--- src/rtl/cdb_pkg.sv ---
// ============================================================================
// Module  : cdb_pkg
// Brief   : Shared widths, entry type and source indices for the CDB arbiter.
// Revision: 1.0 - initial release
// ============================================================================
`default_nettype none

package cdb_pkg;

    localparam int CDB_DATA_W     = 32;
    localparam int CDB_ROB_W      = 4;
    localparam int CDB_FIFO_DEPTH = 2;

    // Queue count needs one extra bit so that a full queue is distinguishable.
    function automatic int cnt_width(input int depth);
        return $clog2(depth) + 1;
    endfunction

    localparam int CNT_W = cnt_width(CDB_FIFO_DEPTH);

    typedef struct packed {
        logic [CDB_ROB_W-1:0]  robNum;
        logic [CDB_DATA_W-1:0] data;
    } cdb_entry_t;

    localparam int SRC_ADD  = 0;
    localparam int SRC_LOAD = 1;
    localparam int SRC_MUL  = 2;
    localparam int SRC_BNE  = 3;

endpackage

`default_nettype wire

--- src/rtl/cdb_src_fifo.sv ---
// ============================================================================
// Module  : cdb_src_fifo
// Brief   : Per-source result queue with push/pop, head, count and flush.
// Revision: 1.0 - initial release
// ============================================================================
`default_nettype none

module cdb_src_fifo
    import cdb_pkg::*;
#(
    parameter int DEPTH = CDB_FIFO_DEPTH,
    parameter int WIDTH = CDB_ROB_W + CDB_DATA_W,
    parameter int CNT_W = cnt_width(DEPTH)
) (
    input  logic             clock,
    input  logic             reset,
    input  logic             flush,
    input  logic             push,
    input  logic             pop,
    input  logic [WIDTH-1:0] push_data,
    output logic [WIDTH-1:0] head,
    output logic [CNT_W-1:0] count,
    output logic             ready
);

    localparam int               PTR_W = (DEPTH > 1) ? $clog2(DEPTH) : 1;
    localparam logic [PTR_W-1:0] LAST  = PTR_W'(DEPTH - 1);

    logic [WIDTH-1:0] r_mem [DEPTH];
    logic [PTR_W-1:0] r_rd_ptr;
    logic [PTR_W-1:0] r_wr_ptr;
    logic [CNT_W-1:0] r_count;
    logic             w_do_push;
    logic             w_do_pop;

    assign ready     = (r_count < CNT_W'(DEPTH));
    assign w_do_push = push & ready;
    assign w_do_pop  = pop & (r_count != '0);
    assign head      = r_mem[r_rd_ptr];
    assign count     = r_count;

    // Explicit wrap keeps a single-entry queue on index 0.
    always_ff @(posedge clock) begin
        if (reset || flush) begin
            r_rd_ptr <= '0;
            r_wr_ptr <= '0;
            r_count  <= '0;
        end else begin
            if (w_do_push) begin
                r_mem[r_wr_ptr] <= push_data;
                r_wr_ptr        <= (r_wr_ptr == LAST) ? '0 : r_wr_ptr + 1'b1;
            end
            if (w_do_pop) begin
                r_rd_ptr <= (r_rd_ptr == LAST) ? '0 : r_rd_ptr + 1'b1;
            end
            case ({w_do_push, w_do_pop})
                2'b10:   r_count <= r_count + CNT_W'(1);
                2'b01:   r_count <= r_count - CNT_W'(1);
                default: r_count <= r_count;
            endcase
        end
    end

endmodule

`default_nettype wire

--- src/rtl/cdb_arbiter.sv ---
// ============================================================================
// Module  : cdb_arbiter
// Brief   : Round-robin common-data-bus arbiter, NUM_SRC queues onto NUM_BUS lanes.
// Revision: 1.0 - initial release
// ============================================================================
`default_nettype none

module cdb_arbiter
    import cdb_pkg::*;
#(
    parameter int NUM_SRC    = 4,
    parameter int NUM_BUS    = 2,
    parameter int DATA_W     = CDB_DATA_W,
    parameter int ROB_W      = CDB_ROB_W,
    parameter int FIFO_DEPTH = CDB_FIFO_DEPTH
) (
    input  logic                                        clock,
    input  logic                                        reset,
    input  logic                                        flush,
    input  logic [NUM_SRC-1:0]                          src_valid,
    output logic [NUM_SRC-1:0]                          src_ready,
    input  logic [NUM_SRC*ROB_W-1:0]                    src_robNum,
    input  logic [NUM_SRC*DATA_W-1:0]                   src_data,
    output logic [NUM_BUS-1:0]                          bus_iscast,
    output logic [NUM_BUS*ROB_W-1:0]                    bus_robNum,
    output logic [NUM_BUS*DATA_W-1:0]                   bus_data,
    output logic [NUM_SRC*($clog2(FIFO_DEPTH)+1)-1:0]   occupancy
);

    localparam int CNT_W = cnt_width(FIFO_DEPTH);
    localparam int SEL_W = (NUM_SRC > 1) ? $clog2(NUM_SRC) : 1;
    localparam int ENT_W = ROB_W + DATA_W;

    logic [ENT_W-1:0]    w_head [NUM_SRC];
    logic [CNT_W-1:0]    w_count [NUM_SRC];
    logic [NUM_SRC-1:0]  w_push;
    logic [NUM_SRC-1:0]  w_pop;
    logic [NUM_SRC-1:0]  w_nonempty;
    logic [NUM_BUS-1:0]  w_lane_valid;
    logic [SEL_W-1:0]    w_lane_src [NUM_BUS];
    logic [SEL_W-1:0]    w_rr_next;

    logic [SEL_W-1:0]          r_rr_ptr;
    logic [NUM_BUS-1:0]        r_bus_iscast;
    logic [NUM_BUS*ROB_W-1:0]  r_bus_robNum;
    logic [NUM_BUS*DATA_W-1:0] r_bus_data;

    generate
        for (genvar i = 0; i < NUM_SRC; i++) begin : g_src
            cdb_src_fifo #(
                .DEPTH (FIFO_DEPTH),
                .WIDTH (ENT_W),
                .CNT_W (CNT_W)
            ) u_fifo (
                .clock     (clock),
                .reset     (reset),
                .flush     (flush),
                .push      (w_push[i]),
                .pop       (w_pop[i]),
                .push_data ({src_robNum[i*ROB_W +: ROB_W], src_data[i*DATA_W +: DATA_W]}),
                .head      (w_head[i]),
                .count     (w_count[i]),
                .ready     (src_ready[i])
            );
            assign w_push[i]                     = src_valid[i] & src_ready[i];
            assign w_nonempty[i]                 = (w_count[i] != '0);
            assign occupancy[i*CNT_W +: CNT_W]   = w_count[i];
        end
    endgenerate

    // Scan from rr_ptr; the j-th non-empty queue found takes lane j.
    always_comb begin
        int n;
        int idx;
        w_pop        = '0;
        w_lane_valid = '0;
        w_rr_next    = r_rr_ptr;
        n            = 0;
        idx          = 0;
        for (int j = 0; j < NUM_BUS; j++) begin
            w_lane_src[j] = '0;
        end
        for (int k = 0; k < NUM_SRC; k++) begin
            idx = int'(r_rr_ptr) + k;
            if (idx >= NUM_SRC) begin
                idx = idx - NUM_SRC;
            end
            if (w_nonempty[idx] && (n < NUM_BUS)) begin
                w_pop[idx]      = 1'b1;
                w_lane_valid[n] = 1'b1;
                w_lane_src[n]   = SEL_W'(idx);
                w_rr_next       = (idx == NUM_SRC - 1) ? '0 : SEL_W'(idx + 1);
                n               = n + 1;
            end
        end
    end

    // Flush discards this cycle's grants and leaves the round-robin pointer alone.
    always_ff @(posedge clock) begin
        if (reset) begin
            r_rr_ptr     <= '0;
            r_bus_iscast <= '0;
            r_bus_robNum <= '0;
            r_bus_data   <= '0;
        end else if (flush) begin
            r_bus_iscast <= '0;
            r_bus_robNum <= '0;
            r_bus_data   <= '0;
        end else begin
            r_rr_ptr     <= w_rr_next;
            r_bus_iscast <= w_lane_valid;
            for (int j = 0; j < NUM_BUS; j++) begin
                if (w_lane_valid[j]) begin
                    {r_bus_robNum[j*ROB_W +: ROB_W], r_bus_data[j*DATA_W +: DATA_W]} <= w_head[w_lane_src[j]];
                end else begin
                    r_bus_robNum[j*ROB_W +: ROB_W]   <= '0;
                    r_bus_data[j*DATA_W +: DATA_W]   <= '0;
                end
            end
        end
    end

    assign bus_iscast = r_bus_iscast;
    assign bus_robNum = r_bus_robNum;
    assign bus_data   = r_bus_data;

endmodule

`default_nettype wire

--- config.mk ---
export PLATFORM = sky130hd
export DESIGN_NAME = cdb_arbiter
export DESIGN_NICKNAME = d
export VERILOG_FILES = /design/src/rtl/cdb_pkg.sv /design/src/rtl/cdb_src_fifo.sv /design/src/rtl/cdb_arbiter.sv
export SDC_FILE = /design/constraint.sdc
export NUM_CORES = 1
export LEC_CHECK = 0
export ABC_AREA = 1
export BUFFER_PORTS_ARGS = -buffer_cell sky130_fd_sc_hd__buf_2
export CAP_MARGIN = 5
export CORE_AREA = 2 2 263 265
export CTS_BUF_LIST = sky130_fd_sc_hd__clkbuf_4 sky130_fd_sc_hd__clkbuf_8
export DETAILED_ROUTE_END_ITERATION = 8
export DIE_AREA = 0 0 265 267
export GPL_TIMING_DRIVEN = 0
export PLACE_DENSITY = 0.44
export SLEW_MARGIN = 20
export SYNTH_ARGS = -nofsm -noshare
export SYNTH_HDL_FRONTEND = slang
export SYNTH_HIERARCHICAL = 1
export SYNTH_SLANG_ARGS = --single-unit
--- constraint.sdc ---
create_clock -name clock -period 12.9 [get_ports clock]
set_input_delay 3.87 -clock clock [delete_from_list [all_inputs] [get_ports clock]]
set_output_delay 3.87 -clock clock [all_outputs]
set_load 0.01 [all_outputs]
# Word-level counts from Yosys, hierarchy flattened
# Memory sizes are Yosys's and may differ from the RTL's. A register that Yosys moved wholly into a read port is not among the register bits.
# Index checks and enable logic that the tools add are counted.
# op_classes
muxes,100
order_cmp,33
bitwise_logic,26
n_reduce_logical,27
n_eq_ne,12
n_addsub,29
# op_table
cell,count
32-bit by 1-bit >= comparator with 1-bit output (second input constant),7
32-bit by 3-bit < comparator with 1-bit output (second input constant),6
32-bit 2-to-1 mux,6
36-bit binary-select mux with 2-bit select,2
36-bit 2-to-1 mux,4
32-bit by 3-bit equality test with 1-bit output (second input constant),4
32-bit by 4-bit < comparator with 1-bit output (second input constant),4
32-bit by 2-bit >= comparator with 1-bit output (second input constant),3
32-bit by 1-bit < comparator with 1-bit output (second input constant),3
32-bit inverter,3
32-bit by 2-bit adder with 32-bit output (second input constant),2
1-bit 2-to-1 mux,45
2-bit 2-to-1 mux,15
4-bit 2-to-1 mux,7
2-bit one-hot mux with 2 select lines,4
2-bit nonzero test,8
3-bit >= comparator (second input constant),5
1-bit logical AND,13
1-bit AND,12
4-bit bitwise mux,3
4-bit bitwise OR,3
3-bit by 3-bit subtractor with 4-bit output (second input constant),3
1-bit adder (second input constant),8
2-bit by 1-bit adder with 2-bit output (second input constant),4
22 further kinds,53
# word_totals
memories,4
ramBits,288
output_inout_bits,86
reg_bits,92
wordCells,249
# mem_list
memory,words,word_bits,rd,rd_ports_with_merged_regs,wr,line_no,rtl
g_src[0].u_fifo.r_mem,2,36,1,1,1,cdb_src_fifo.sv:29,logic [WIDTH-1:0] r_mem [DEPTH];
g_src[1].u_fifo.r_mem,2,36,1,1,1,cdb_src_fifo.sv:29,
g_src[2].u_fifo.r_mem,2,36,1,1,1,cdb_src_fifo.sv:29,
g_src[3].u_fifo.r_mem,2,36,1,1,1,cdb_src_fifo.sv:29,

# Logic depth before layout (Yosys ltp)
# Gate-level depths: netlist of the first run.
# logic_depth
depth_word,23
ltp_mapped,21

# Modules after synthesis
# Netlist of the first run, hierarchy kept.
# by_module_without_submodules
module,cells_each,seq_area_each_um2,instances,area_each_um2
cdb_src_fifo,145,2262.2,4,2980.4
cdb_arbiter,941,1521.5,1,5600.4

# Least setup slack after synthesis of the first run
# OpenSTA, ideal clock, no wires.
# synth_timing
path_kind,input to register
startpoint,input port src_valid[0]
endpoint,memory g_src[0].u_fifo/r_mem[1][0] in the netlist's numbering (enable)
path_slack_ns,5.843
n_path_buf,0
arrival_ns,6.583
setup_ns,0.474
cell_stages,4
path_cell_list,nand2_1 -> inv_1 -> nand2_1 -> nor3_1
# synth_via
elab_chain_len,5
# synth_lines
element,line_no,rtl
start: declaration,cdb_arbiter.sv:20,"input logic [NUM_SRC-1:0] src_valid,"
1-bit AND,cdb_arbiter.sv:65,assign w_push[i] = src_valid[i] & src_ready[i];
named net w_push[0],cdb_arbiter.sv:36,logic [NUM_SRC-1:0] w_push;
1-bit AND,cdb_src_fifo.sv:37,assign w_do_push = push & ready;
1-bit 2-to-1 mux,cdb_src_fifo.sv:49,if (w_do_push) begin
1-bit 2-to-1 mux,cdb_src_fifo.sv:44,if (reset || flush) begin
1-bit 2-to-1 mux (not written as such),cdb_src_fifo.sv:50,r_mem[r_wr_ptr] <= push_data;
end: declaration,cdb_src_fifo.sv:29,
# The timed path passes the listed nets, and every way through them passes these cells.

# Worst setup path after layout of the first run
# layout_timing
startpoint,input port flush
endpoint,memory g_src[1].u_fifo/r_mem[1][4] in the netlist's numbering (enable)
# layout_via
elab_chain_len,3
# layout_lines
element,line_no,rtl
start: declaration,cdb_arbiter.sv:19,"input logic flush,"
1-bit logical OR,cdb_src_fifo.sv:44,
1-bit 2-to-1 mux,cdb_src_fifo.sv:44,
1-bit 2-to-1 mux (not written as such),cdb_src_fifo.sv:50,
end: declaration,cdb_src_fifo.sv:29,
# No other way between the ends.

==> results of run 1 <==
-- final cells by class --
| cell class | instances | area share |
|---|---|---|
| Tap cell | 882 | 0.05110 |
| Antenna cell | 4 | 0.0004635 |
| Clock buffer | 108 | 0.06187 |
| Sequential cell | 384 | 0.4894 |
| Timing Repair Buffer | 261 | 0.06715 |
| Buffer | 78 | 0.02879 |
| Multi-Input combinational cell | 866 | 0.2615 |
| Clock inverter | 21 | 0.005793 |
| Inverter | 193 | 0.03389 |
-- power by group --
group | internal (W) | leakage, nW | switching, W | total, W
Combinational | 0.000776 | 4.90 | 0.00180 | 0.00257
Clock | 0.000665 | 0.775 | 0.000530 | 0.00120
Sequential | 0.00143 | 3.40 | 0.0000609 | 0.00149
Total | 0.00287 | 9.08 | 0.00239 | 0.00526
-- logic make-up after synthesis --
group,Yosys count,synth area share
compound gates,115,0.03449
xor+xnor,1,0.0004999
fa+ha+maj,12,0.008569
buf+inv,271,0.07726
flops,384,0.6033
mux,144,0.1183
simple gates,594,0.1577
-- state kept, by name, summed over array words and instances (netlist names), named ones only --
name and cells:
g_src.u_fifo/r_mem 288, bus_data 64, bus_robNum 8, g_src.u_fifo/count 8, g_src.u_fifo/r_rd_ptr 4, g_src.u_fifo/r_wr_ptr 4, bus_iscast 2, r_rr_ptr 2
-- worst max-delay path, delay by kind of cell --
family | cells | cell delay, ps
buffers and inverters | 7 | 1330
and+or+nand+nor | 2 | 360
-- layer usage --
| metal | global-route usage | wire length (microns) | part of all wire |
|---|---|---|---|
| met2 | 0.2708 | 28210 | 0.47 |
| met1 | 0.2194 | 25870 | 0.43 |
| met4 | 0.05253 | 1511 | 0.025 |
| met3 | 0.03893 | 4105 | 0.069 |
| met5 | 0 | 0 | 0 |
-- stage by stage --
step,utilization,area (sq um),setup WS [ps],power (W)
2_1_floorplan,-,17520,5843,0.003160
3_3_place_gp,0.2913,19810,3042,0.004046
3_5_place_dp,0.2960,20130,6985,0.004055
4_1_cts,0.3175,21590,7597,0.005280
5_1_grt,0.3176,21590,7549,0.005593
6_report,0.3177,21600,7666,0.005263
-- path summary, 6_finish.rpt --
kind / to / slack, ps / depth (start not counted)
setup reg to reg: bus_data[49] / 8360 / 14
hold reg to reg: g_src[1].u_fifo/r_wr_ptr / 460 / 2
hold / removal: g_src[1].u_fifo/r_wr_ptr / 460 / 2
setup / recovery: g_src[1].u_fifo/r_mem[1][4] / 7670 / 9
-- layout by cell type, fill, tap and decap left out, types with 14 or more instances in the layout --
master | synthesis | routed
clkbuf_4 | 0 | 24
nand2_1 | 220 | 220
clkbuf_1 | 21 | 21
mux2_2 | 24 | 24
edfxtp_1 | 288 | 288
buf_2 | 26 | 262
buf_6 | 12 | 15
inv_1 | 188 | 188
a21oi_1 | 89 | 89
mux2_4 | 120 | 120
buf_4 | 3 | 20
nand3_1 | 310 | 310
dfxtp_1 | 96 | 96
nor2_1 | 30 | 26
nand2_2 | 14 | 14
buf_12 | 12 | 16
clkbuf_8 | 0 | 84
==> results.sh, run 1 <==
export IMPL_dpl_hpwl_microns=45650
export IMPL_cts_tree="yes"
export IMPL_synthFlopType="edfxtp_1"
export IMPL_crit_type="in -> reg"
export IMPL_fin_crit_sh=0.4057
export IMPL_worstHoldPathType="reg -> reg"
export IMPL_seq_area_sq_mm=0.01057
export IMPL_cts_made_buffers=71
export IMPL_ctsResizeCount=0
export IMPL_synth_edff_count=288
export IMPL_route_antenna_remaining_nets=0
export IMPL_final_nets=2018
export IMPL_status="complete, no violations"
export IMPL_clkSlewWorstSetupHoldPaths_ps=60
export IMPL_dr_pass1_iters=5
export IMPL_synth_area_sq_mm=0.01752
export IMPL_period_minus_slack_ps=5234
export IMPL_worst_slew_pin_slew_ps=792.4
export IMPL_synth_largest_area_cell="edfxtp_1"
export IMPL_powerDensity_mw_per_mm2=243.7
export IMPL_finalHoldViolCount=0
export IMPL_arrival_ps=5580
export IMPL_fin_skew_ps=37.45
export IMPL_vias_per_cell=4.565
export IMPL_rows=96
export IMPL_drv_cap=0
export IMPL_syn_nets=1684
export IMPL_netlist_top_cells_area="edfxtp_1 49%, dfxtp_1 11%, mux2_4 10%"
export IMPL_grt_start_max_net_pins=24
export IMPL_design_core_area_sq_mm=0.06799
export IMPL_grt_pass1_vias=12690
export IMPL_relSlewSlack=0.4718
export IMPL_ys_ff_latch=384
export IMPL_crit_path_max_incr_delay_ps=230
export IMPL_netlist_instances=1521
export IMPL_drv_slew=0
export IMPL_rsz0062_at_grt="no"
export IMPL_dieHeight_microns=267
export IMPL_cp_common_cell="buf_4"
export IMPL_root_buffer="clkbuf_8"
export IMPL_clock_path_buffers=3
export IMPL_syn_avg_cell_area_sq_um=11.52
export IMPL_wl_per_cell_microns=21.34
export IMPL_fmax_mhz=191.1
export IMPL_leakage_nw=9.075
export IMPL_min_from="g_src[1].u_fifo/r_wr_ptr"
export IMPL_synth_top_area_share=0.4936
export IMPL_worst_endpoint_required_ps=13250
export IMPL_startpoint="flush"
export IMPL_cp_start_kind="primary input"
export IMPL_yosysSeqAreaShare=0.6033
export IMPL_yosys_warnings=6
export IMPL_multi_input_area_sq_mm=0.005648
export IMPL_antenna_found_initial=4
export IMPL_r2r_start="r_rr_ptr[1]"
export IMPL_fillers=7015
export IMPL_numPortBuffers=236
export IMPL_grt_pass1_wl_microns=84510
export IMPL_endpoint_kind="flip-flop"
export IMPL_synthTopCellsByCount="310 x nand3_1, 288 x edfxtp_1, 220 x nand2_1"
export IMPL_io_pins=237
export IMPL_syn_to_final_growth_pct=23.26
export IMPL_grt_usage=0.1666
export IMPL_async_flop_share=0
export IMPL_place_congestion=0.8598
export IMPL_drc=0
export IMPL_crit_fanout=9
export IMPL_synth_distinct_cells=36
export IMPL_finalSetupViolCount=0
export IMPL_drive_gt1_frac=0.3239
export IMPL_cts_hold_fix_buffers=0
export IMPL_die_w_microns=265
export IMPL_slowest_stage="nor2_1"
export IMPL_cts_setup_buffers=0
export IMPL_final_setup_tns_ps=0
export IMPL_overflow=0
export IMPL_htree_num_levels=3
export IMPL_path_cells="buf_2, nor2_1, inv_1, nor3_2, buf_4, buf_4, buf_4, buf_4, buf_4"
export IMPL_final_cells=2797
export IMPL_placed_cells=2664
export IMPL_ir_worst_vdd_v=0.0001363
export IMPL_clk_latency_ps=670
export IMPL_routed_wl_microns=59690
export IMPL_cts_sinks=384
export IMPL_whs_ps=462.1
export IMPL_dieArea_sq_mm=0.07076
export IMPL_start_util=0.2577
export IMPL_vias=12770
export IMPL_drt_iter0_markers=1060
export IMPL_yosysMostFrequentCell="nand3_1"
Note: power is estimated with default switching activity, not from simulation.
==> inputs of run 2 (changes only) <==
Settings changed: PLACE_DENSITY 0.44 to 0.46.
Clock period 12.9 ns to 4.2 ns, I/O delays scaled along.
==> run 2 against run 1 <==
Worst hold slack got worse by 0.61 ps; critical path depth is 8 higher; total power rose to 3.1 times the previous value; global-route usage down 0.25 points; utilization about the same; critical endpoint is now bus_robNum[0]; sequential power rose to 3.1 times the previous value; final cell count is 0.46% lower; via count shrank 1.0%; clock skew is essentially flat; flip-flop and latch count is the same; combinational power increased to 3.1 times the previous value.
==> results.sh, run 2 (synthesis results as in run 1) <==
export IMPL_crit_fanout=11
export IMPL_grt_pass1_wl_microns=83460
export IMPL_grtUsageMet2=0.2811
export IMPL_final_nets=2005
export IMPL_rows=96
export IMPL_relSlewSlack=0.4974
export IMPL_drc=0
export IMPL_fmax_mhz=253.0
export IMPL_start_util=0.2577
export IMPL_clk_latency_ps=650
export IMPL_finalSetupViolCount=0
export IMPL_final_setup_tns_ps=0
export IMPL_overflow=0
export IMPL_grt_pass1_vias=12610
export IMPL_top_register="g_src.u_fifo/r_mem"
export IMPL_design_core_area_sq_mm=0.06799
export IMPL_ir_worst_vdd_v=0.0004038
export IMPL_cts_sinks=384
export IMPL_top_usage_layer="met2"
export IMPL_worstHoldPathType="reg -> reg"
export IMPL_period_minus_slack_ps=3953
export IMPL_arrival_ps=4470
export IMPL_powerDensity_mw_per_mm2=748.4
export IMPL_cts_made_buffers=70
export IMPL_worst_slew_pin_slew_ps=751.4
export IMPL_die_w_microns=265
export IMPL_power_w=0.01616
export IMPL_cts_tree="yes"
export IMPL_cp_start_kind="flip-flop"
export IMPL_place_congestion=0.8765
export IMPL_route_antenna_remaining_nets=0
export IMPL_leakage_nw=9.065
export IMPL_fin_crit_sh=0.9411
export IMPL_crit_type="reg -> reg"
export IMPL_fin_skew_ps=37.92
export IMPL_antenna_found_initial=3
export IMPL_routed_wl_microns=58980
export IMPL_root_buffer="clkbuf_8"
export IMPL_grt_usage=0.1642
export IMPL_worst_endpoint_required_ps=4720
export IMPL_syn_to_final_growth_pct=23.25
export IMPL_dr_pass1_iters=6
export IMPL_drive_gt1_frac=0.3260
export IMPL_reg2reg_slack_ps=250
export IMPL_wl_per_cell_microns=21.19
export IMPL_drv_cap=0
export IMPL_largest_register_ffs=288
export IMPL_use_met3=0.03275
export IMPL_r2r_start="r_rr_ptr[0]"
export IMPL_io_pins=237
export IMPL_numPortBuffers=236
export IMPL_dpl_hpwl_microns=45300
export IMPL_startpoint="r_rr_ptr[0]"
export IMPL_clkSlewWorstSetupHoldPaths_ps=60
export IMPL_drt_iter0_markers=1126
export IMPL_endpoint_kind="flip-flop"
export IMPL_layout_common_cells="309 x nand3_1, 288 x edfxtp_1, 261 x buf_2"
export IMPL_clock_path_buffers=3
export IMPL_utilization=0.3177
export IMPL_min_from="g_src[2].u_fifo/r_wr_ptr"
export IMPL_grt_start_max_net_pins=25
export IMPL_met1_usage=0.2108
export IMPL_rsz0062_at_grt="no"
export IMPL_vias=12640
export IMPL_vias_per_cell=4.540
export IMPL_htree_num_levels=3
export IMPL_layout_commonest_cell="nand3_1"
export IMPL_drv_slew=0
export IMPL_status="complete, no violations"
export IMPL_finalHoldViolCount=0
export IMPL_dieHeight_microns=267
export IMPL_dieArea_sq_mm=0.07076
==> run 2: changes by cell type in the layout (fill, tap and decap cells not counted), sizes merged <==
cell | previous run | this run
buf | 318 | 303
clkbuf | 129 | 136
inv | 197 | 194
clkinv | 13 | 11
bufinv | 0 | 1
diode | 4 | 3
==> run 2: worst max-delay path, cell delays in order, from the launching register on <==
cell and delay [ps]:
dfxtp_1 410, buf_6 220, inv_6 90, ha_2 420
inv_2 110, nand3_1 110, nand2_1 190, ha_1 260
inv_1 190, nand2_1 110, a21oi_2 240, nand2_2 100
nor2_1 190, nand2_1 90, nand2_2 280, clkbuf_4 330
nand3_1 150, a21oi_1 330
==> run 2: routing by layer <==
layer	up-vias	routed length, microns
li1	5931	-
met1	6159	25790
met2	465	28690
met3	81	3259
met4	2	1234
met5	-	10
==> run 2: final timing paths <==
check | to | cells after the start
worst min-delay path | g_src[2].u_fifo/r_wr_ptr | 2
worst min register to register | g_src[2].u_fifo/r_wr_ptr | 2
worst max-delay path | bus_robNum[0] | 17
worst max register to register | bus_robNum[0] | 17
==> run 2: timing repair <==
item                       in CTS  in global routing
buffers inserted                0                  0
resized for setup               0                 26
hold buffers                    0                  0
setup endpoints to repair       0                 76
==> run 2: metrics by stage <==
| stage | setup WS, ps | hold slack [ps] | area (sq um) | cells |
|---|---|---|---|---|
| finish | 247.4 | 461.5 | 21600 | 2784 |
| global route | 3.121 | 488.9 | 21600 | 2784 |
| global placement | -977.0 | 448.1 | 19830 | 2639 |
| floorplan | 729.3 | 440.8 | 17540 | 1521 |
| detailed placement | 78.89 | 452.9 | 20100 | 2652 |
| CTS | 40.17 | 462.8 | 21550 | 2781 |
==> run 2: area by class of cell <==
cell class,count,area [sq um]
Multi-Input combinational cell,866,5693
Clock inverter,17,115.1
Sequential cell,384,10570
Tap cell,882,1104
Fill cell,7030,46390
Buffer,78,636.9
Clock buffer,112,1335
Antenna cell,3,7.507
Timing Repair Buffer,249,1401
Inverter,193,732.0
==> run 2: power by group <==
group          total [W]  leakage [nW]  switching, W  internal, W
clock            0.00362         0.766       0.00155      0.00208
sequential       0.00460          3.40      0.000203      0.00440
combinational    0.00794          4.90       0.00551      0.00242
